[src/rtl/ir_pkg.sv]
// Shared types and constants for the IR code player: sequencer states,
// the code terminator value and the delay-timer tick unit.
package ir_pkg;

  // One delay-timer tick, in microseconds
  localparam int unsigned TIMER_UNIT_US = 10;

  // An ON word of this value ends the code; an OFF word of this value skips the gap
  localparam int unsigned END_OF_CODE = 0;

  typedef enum logic [2:0] {
    IDLE      = 3'd0,
    FETCH_ON  = 3'd1,
    LOAD_ON   = 3'd2,
    WAIT_ON   = 3'd3,
    FETCH_OFF = 3'd4,
    LOAD_OFF  = 3'd5,
    WAIT_OFF  = 3'd6,
    DONE      = 3'd7
  } seq_state_t;

endpackage

[src/rtl/ir_carrier_gen.sv]
// Carrier generator: half-period down-counter and phase flop. The phase flop
// doubles as the gated IR drive because it is cleared whenever not enabled.
module ir_carrier_gen #(
  parameter int unsigned DIV_WIDTH = 8
) (
  input  logic                 clock_in,
  input  logic                 reset_in,
  input  logic                 load_in,
  input  logic                 enable_in,
  input  logic [DIV_WIDTH-1:0] div_in,
  output logic                 phase_out
);

  logic [DIV_WIDTH-1:0] r_count;
  logic                 r_phase;

  // Load starts a burst high; outside a burst the phase is forced low
  always_ff @(posedge clock_in or posedge reset_in) begin
    if (reset_in) begin
      r_count <= '0;
      r_phase <= 1'b0;
    end else if (load_in) begin
      r_count <= div_in;
      r_phase <= 1'b1;
    end else if (enable_in) begin
      if (r_count == '0) begin
        r_count <= div_in;
        r_phase <= ~r_phase;
      end else begin
        r_count <= r_count - DIV_WIDTH'(1);
      end
    end else begin
      r_phase <= 1'b0;
    end
  end

  assign phase_out = r_phase;

endmodule

[src/rtl/ir_code_sequencer.sv]
// Plays one IR code from the code ROM: fetches alternating ON/OFF durations,
// loads each into the delay timer and gates the carrier onto ir_out during ON.
module ir_code_sequencer
  import ir_pkg::*;
#(
  parameter int unsigned WIDTH      = 16,
  parameter int unsigned ADDR_WIDTH = 10,
  parameter int unsigned DIV_WIDTH  = 8
) (
  input  logic                  clock_in,
  input  logic                  reset_in,
  input  logic                  start_in,
  input  logic                  abort_in,
  input  logic [ADDR_WIDTH-1:0] code_addr_in,
  input  logic [DIV_WIDTH-1:0]  carrier_div_in,
  output logic                  rom_req_out,
  output logic [ADDR_WIDTH-1:0] rom_addr_out,
  input  logic [WIDTH-1:0]      rom_data_in,
  input  logic                  rom_valid_in,
  output logic [WIDTH-1:0]      delay_out,
  output logic                  update_delay_out,
  output logic                  timer_enable_out,
  output logic                  timer_reset_out,
  input  logic                  timer_busy_in,
  output logic                  ir_out,
  output logic                  busy_out,
  output logic                  done_out
);

  seq_state_t            r_state;
  logic [ADDR_WIDTH-1:0] r_addr;
  logic [DIV_WIDTH-1:0]  r_div;
  logic [WIDTH-1:0]      r_delay;
  logic                  r_rom_req;
  logic                  r_update;
  logic                  r_tmr_en;
  logic                  r_tmr_rst;
  logic                  r_busy;
  logic                  r_done;
  logic                  r_wait_first;

  logic w_rom_hit;
  logic w_word_zero;
  logic w_wait_exit;
  logic w_carrier_load;
  logic w_carrier_en;
  logic w_phase;

  assign w_rom_hit   = r_rom_req & rom_valid_in;
  assign w_word_zero = (rom_data_in == WIDTH'(END_OF_CODE));
  // The timer raises busy one cycle after its load, so the first WAIT cycle never exits
  assign w_wait_exit = ~r_wait_first & ~timer_busy_in;

  assign w_carrier_load = ~abort_in & (r_state == FETCH_ON) & w_rom_hit & ~w_word_zero;
  assign w_carrier_en   = ~abort_in &
                          ((r_state == LOAD_ON) | ((r_state == WAIT_ON) & ~w_wait_exit));

  ir_carrier_gen #(
    .DIV_WIDTH (DIV_WIDTH)
  ) u_carrier (
    .clock_in  (clock_in),
    .reset_in  (reset_in),
    .load_in   (w_carrier_load),
    .enable_in (w_carrier_en),
    .div_in    (r_div),
    .phase_out (w_phase)
  );

  // Sequencer FSM; outputs are set on the transition into the state that shows them
  always_ff @(posedge clock_in or posedge reset_in) begin
    if (reset_in) begin
      r_state      <= IDLE;
      r_addr       <= '0;
      r_div        <= '0;
      r_delay      <= '0;
      r_rom_req    <= 1'b0;
      r_update     <= 1'b0;
      r_tmr_en     <= 1'b0;
      r_tmr_rst    <= 1'b0;
      r_busy       <= 1'b0;
      r_done       <= 1'b0;
      r_wait_first <= 1'b0;
    end else begin
      r_update  <= 1'b0;
      r_tmr_rst <= 1'b0;
      r_done    <= 1'b0;
      if (abort_in) begin
        r_state   <= IDLE;
        r_rom_req <= 1'b0;
        r_tmr_en  <= 1'b0;
        r_tmr_rst <= 1'b1;
        r_busy    <= 1'b0;
      end else begin
        case (r_state)
          IDLE: begin
            if (start_in) begin
              r_addr    <= code_addr_in;
              r_div     <= carrier_div_in;
              r_tmr_rst <= 1'b1;
              r_rom_req <= 1'b1;
              r_busy    <= 1'b1;
              r_state   <= FETCH_ON;
            end
          end
          FETCH_ON, FETCH_OFF: begin
            if (w_rom_hit) begin
              r_addr <= r_addr + ADDR_WIDTH'(1);
              if (!w_word_zero) begin
                r_delay   <= rom_data_in;
                r_update  <= 1'b1;
                r_rom_req <= 1'b0;
                r_state   <= (r_state == FETCH_ON) ? LOAD_ON : LOAD_OFF;
              end else if (r_state == FETCH_ON) begin
                r_rom_req <= 1'b0;
                r_state   <= DONE;
              end else begin
                // Empty OFF gap: request the next ON word straight away
                r_state <= FETCH_ON;
              end
            end
          end
          LOAD_ON, LOAD_OFF: begin
            r_tmr_en     <= 1'b1;
            r_wait_first <= 1'b1;
            r_state      <= (r_state == LOAD_ON) ? WAIT_ON : WAIT_OFF;
          end
          WAIT_ON, WAIT_OFF: begin
            if (r_wait_first) begin
              r_wait_first <= 1'b0;
            end else if (!timer_busy_in) begin
              r_tmr_en  <= 1'b0;
              r_rom_req <= 1'b1;
              r_state   <= (r_state == WAIT_ON) ? FETCH_OFF : FETCH_ON;
            end
          end
          DONE: begin
            r_done  <= 1'b1;
            r_busy  <= 1'b0;
            r_state <= IDLE;
          end
          default: begin
            r_state <= IDLE;
          end
        endcase
      end
    end
  end

  assign rom_req_out      = r_rom_req;
  assign rom_addr_out     = r_addr;
  assign delay_out        = r_delay;
  assign update_delay_out = r_update;
  assign timer_enable_out = r_tmr_en;
  assign timer_reset_out  = r_tmr_rst;
  assign ir_out           = w_phase;
  assign busy_out         = r_busy;
  assign done_out         = r_done;

endmodule

[config.mk]
export PLATFORM = sky130hd
export DESIGN_NAME = ir_code_sequencer
export DESIGN_NICKNAME = d
export VERILOG_FILES = /design/src/rtl/ir_pkg.sv /design/src/rtl/ir_carrier_gen.sv /design/src/rtl/ir_code_sequencer.sv
export SDC_FILE = /design/constraint.sdc
export NUM_CORES = 1
export LEC_CHECK = 0
export CELL_PAD_IN_SITES_DETAIL_PLACEMENT = 0
export CELL_PAD_IN_SITES_GLOBAL_PLACEMENT = 1
export CORE_MARGIN = 2
export CORE_UTILIZATION = 37
export DETAILED_ROUTE_END_ITERATION = 8
export GPL_TIMING_DRIVEN = 0
export PLACE_DENSITY_LB_ADDON = 0.1
export SYNTH_ARGS = -nofsm -noshare
export SYNTH_HDL_FRONTEND = slang
export SYNTH_SLANG_ARGS = --single-unit
[constraint.sdc]
create_clock -name clock_in -period 2.7 [get_ports clock_in]
set_clock_uncertainty 0.05 [all_clocks]
set_input_delay 0.27 -clock clock_in [delete_from_list [all_inputs] [get_ports clock_in]]
set_output_delay 0.27 -clock clock_in [all_outputs]
set_load 0.005 [all_outputs]
==> impl_results.md <==
- Most area-consuming cells after synthesis: sky130_fd_sc_hd__dfrtp_1 48%, sky130_fd_sc_hd__mux2_2 5.3%, sky130_fd_sc_hd__mux2_4 4.9%
- Io pins: 73
- Syn Nets: 309
- Total iterations of the first detailed-routing run: 4
- Core footprint: 7210 um^2
- Synth-to-layout area growth: 34.6%
- Number of gates given a new drive strength after cts: 0
- Worst-case vdd ir drop: 0.396 mV
- Post-route design area: 3700 um^2
- Achievable clock frequency: 0.437 GHz
- Number of DRC markers in iteration 0: 80
- CTS sink cnt: 53
- Switching part of the total: 35.7%
- Buffer type at the clock tree root: sky130_fd_sc_hd__clkbuf_8
- Max-capacitance violation count: 0
- Period utilization: 84.8%
- Final RePlAce weighted congestion: 0.788
- Post-detailed-route DRC marker count: 0
- TritonCTS clock tree: yes
- Worst min-delay path category: in2async
- Post-DP Area: 3610 um^2
- Crit-path max FO: 10
- Final sum of negative setup slack: 0 ns
- Library cell with the largest summed area after synthesis: sky130_fd_sc_hd__dfrtp_1
- Worst rel slew slack: 54.6%
- Worst Setup Path Type: in2reg
- Overall die height: 90.2 um
- Antenna Cells: 0
- Initial Util: 38.1%
- Pin count of the biggest net entering global routing: 36
- Part of the Yosys area used for sequential elements: 48.3%
- Number of max-slew violations in the final report: 0
- Die area: 8130 um^2
- Internal power summed over all cells: 0.00219 W
- Share of the synthesized area in the top cell type: 48.3%
- Width of the die: 90.2 um
- Endpoint arrival time on the critical path: 2.44 ns
- Buffers on Ports: 72
- Number of global-route vias before repair: 2251
- Clock buffer count from CTS: 5
- Global routing usage summed across all routing layers: 17.0%
- Maximum clock path buffer count: 2
- CP Launch Type: input port
- Main combinational cell family by area after synthesis: simple AND/OR/NAND/NOR gates
- Cell count after placement: 438
- Number of antenna violations at the first check in global routing: 0
- Relative contribution of combinational cells to total power: 45.1%
- Clock power frac: 13.3%
- Number of setup violations in the final report: 0
- Endpoints failing hold: 0
- Drt total wl: 6690 um
- Minimum clock period: 2.29 ns
- Post-synthesis compound-gate area fraction: 13.5%
- Multiplexer fraction of the synthesized cell area: 12.9%
- Clock-pin transition on the worst setup and hold timing paths: 0.10 ns
- Mean Syn Cell Area: 10.3 um^2
- Count of yosys warnings during synthesis: 0
- Pin slew with the least headroom to its limit: 0.676 ns
- Count of unique library cells instantiated by Yosys: 57
- Sequential group share of total power: 41.6%
- Post-Synth Adder-Cell Area: 1.37%
- Post-CTS setup buffer count: 0
- H-tree lvl count: 2
- Number of enable-type register cells in the synthesized netlist: 0
- First-pass GRT wire length: 11300 um
- Unrepaired setup endpoints after global routing: false
- Crit path required time: 2.85 ns
- Switch Pwr: 0.00121 W
- DR WL/cell: 15.0 um
- Post-synthesis cell area: 2750 um^2
- Post-DP HPWL: 4900 um
- Post-synthesis share of cell area spent on xor and xnor gates: 0.638%
- Number of instances in the synthesized netlist: 266
- Ratio of cells with drive above 1 in the final layout: 13.6%
- Vias after detailed routing: 2278
- Crit. End Element: flop
- Static leakage power: 1.53 nW
- Primary FF master, synth: sky130_fd_sc_hd__dfrtp_1
- Yosys reg bits: 53
- Total power density per cell area: 920 nW/um^2
- Async SR Flop Fraction: 100%
- Number of hold-repair buffers added at the cts stage: 0
- Cell row count: 31
- ANT nets after route: 0
- Final layout net count: 389
- Insertion delay to the later sink of the worst-skew pair: 0.31 ns
- Final instance count without filler cells: 445
- Mean number of vias per cell: 5.12
- Synth Area in Simple Gates: 20.2%
- Outcome: finished, final reports clean
- Final global-route overflow total: 0
[path summary, 6_finish.rpt]
path	start	to	slack, ns	cells after the start
setup / recovery	rom_data_in[15]	delay_out[0]	0.41	7
setup reg to reg	r_state[2]	rom_addr_out[4]	0.59	6
min in group clock_in	r_div[2]	u_carrier.r_count[2]	0.44	2
hold / removal	reset_in	delay_out[8]	0.22	2
hold reg to reg	r_div[2]	u_carrier.r_count[2]	0.44	2
max in group asynchronous	reset_in	delay_out[11]	1.84	3
[layout make-up]
cell class / instances / area [um^2]
Inverter: 5 / 18.8
Clock buffer: 5 / 68.8
Clock inverter: 2 / 16.3
Multi-Input combinational cell: 196 / 1340
Sequential cell: 53 / 1330
Fill cell: 702 / 3520
Buffer: 12 / 66.3
Tap cell: 99 / 124
Timing Repair Buffer: 73 / 741
[logic make-up (layout without fill, tap and decap cells)]
| family | count (synthesis) | count (layout) |
|---|---|---|
| compound gates | 60 | 60 |
| flops | 53 | 53 |
| buf+inv | 17 | 97 |
| xor+xnor | 2 | 2 |
| fa+ha+maj | 3 | 3 |
| simple gates | 102 | 102 |
| mux | 29 | 29 |
[state kept, by name (all words and copies together) (netlist names)]
signal	count
r_state	3
u_carrier.r_count	8
done_out	1
rom_addr_out	10
u_carrier.phase_out	1
busy_out	1
r_div	8
delay_out	16
rom_req_out	1
timer_reset_out	1
r_wait_first	1
timer_enable_out	1
update_delay_out	1
[power by group through the flow]
stage / logic (W) / registers, W / clock network (W)
3_5_place_dp: 0.00154 / 0.00143 / 0
6_report: 0.00153 / 0.00141 / 0.000453
3_3_place_gp: 0.00153 / 0.00142 / 0
2_1_floorplan: 0.000861 / 0.00139 / 0
5_1_grt: 0.00170 / 0.00147 / 0.000506
4_1_cts: 0.00155 / 0.00142 / 0.000469
[per-stage QoR]
stage / total power (W) / utilization [%] / worst slack [ns] / hold slack, ns
final: 0.00340 / 51.2 / 0.410 / 0.225
after global routing: 0.00367 / 51.2 / 0.0650 / 0.273
after CTS: 0.00344 / 51.2 / 0.322 / 0.232
after detailed placement: 0.00297 / 50.1 / -0.0152 / 0.417
after global placement: 0.00295 / 49.8 / -0.0601 / 0.410
after floorplan: 0.00225 / - / 0.834 / 0.355
[cells in the mapped netlist (all sizes together) (2+ instances only)]
cell type and count:
nor2b 3, clkbuf 5, ha 3, and4bb 2, and2 2, a21oi 19
nor4b 3, or3 3, nor2 23, nand2b 3, a31oi 4, a2bb2oi 2
nor4 5, buf 7, mux2 24, nand4 4, dfrtp 53, o211ai 2
nand2 30, mux2i 5, o21ai 16, a21o 2, nand3 9, nor3 7
inv 5, o22ai 3
[placed cells by master, fill, tap and decap left out, types with 3 or more instances in the layout]
master	instances
sky130_fd_sc_hd__nor4_1	5
sky130_fd_sc_hd__nand4_1	4
sky130_fd_sc_hd__nand2_1	29
sky130_fd_sc_hd__clkdlybuf4s50_1	72
sky130_fd_sc_hd__a31oi_1	4
sky130_fd_sc_hd__nand3_1	9
sky130_fd_sc_hd__nor4b_1	3
sky130_fd_sc_hd__nor2b_1	3
sky130_fd_sc_hd__inv_1	4
sky130_fd_sc_hd__buf_2	5
sky130_fd_sc_hd__o21ai_0	14
sky130_fd_sc_hd__mux2_4	9
sky130_fd_sc_hd__dfrtp_1	53
sky130_fd_sc_hd__nor3_1	6
sky130_fd_sc_hd__mux2i_1	5
sky130_fd_sc_hd__ha_1	3
sky130_fd_sc_hd__or3_1	3
sky130_fd_sc_hd__nand2b_1	3
sky130_fd_sc_hd__a21oi_1	19
sky130_fd_sc_hd__nor2_1	21
sky130_fd_sc_hd__mux2_2	13
sky130_fd_sc_hd__clkbuf_1	5
sky130_fd_sc_hd__o22ai_1	3
sky130_fd_sc_hd__clkbuf_8	5
[worst max-delay path, stage by stage]
cell,delay (ns)
sky130_fd_sc_hd__clkdlybuf4s50_1,0.43
sky130_fd_sc_hd__nor4_1,0.39
sky130_fd_sc_hd__nand4_1,0.35
sky130_fd_sc_hd__and4bb_1,0.32
sky130_fd_sc_hd__buf_2,0.19
sky130_fd_sc_hd__buf_6,0.18
sky130_fd_sc_hd__mux2_4,0.30
[routing by layer]
layer	track usage [%]	vias to the layer above	share of wire (%)
met4	5.00	0	0.85
met5	0	-	0
li1	-	1126	-
met3	3.86	4	4.3
met1	22.9	1096	48
met2	27.6	52	47
Note: power is estimated with default switching activity, not from simulation.
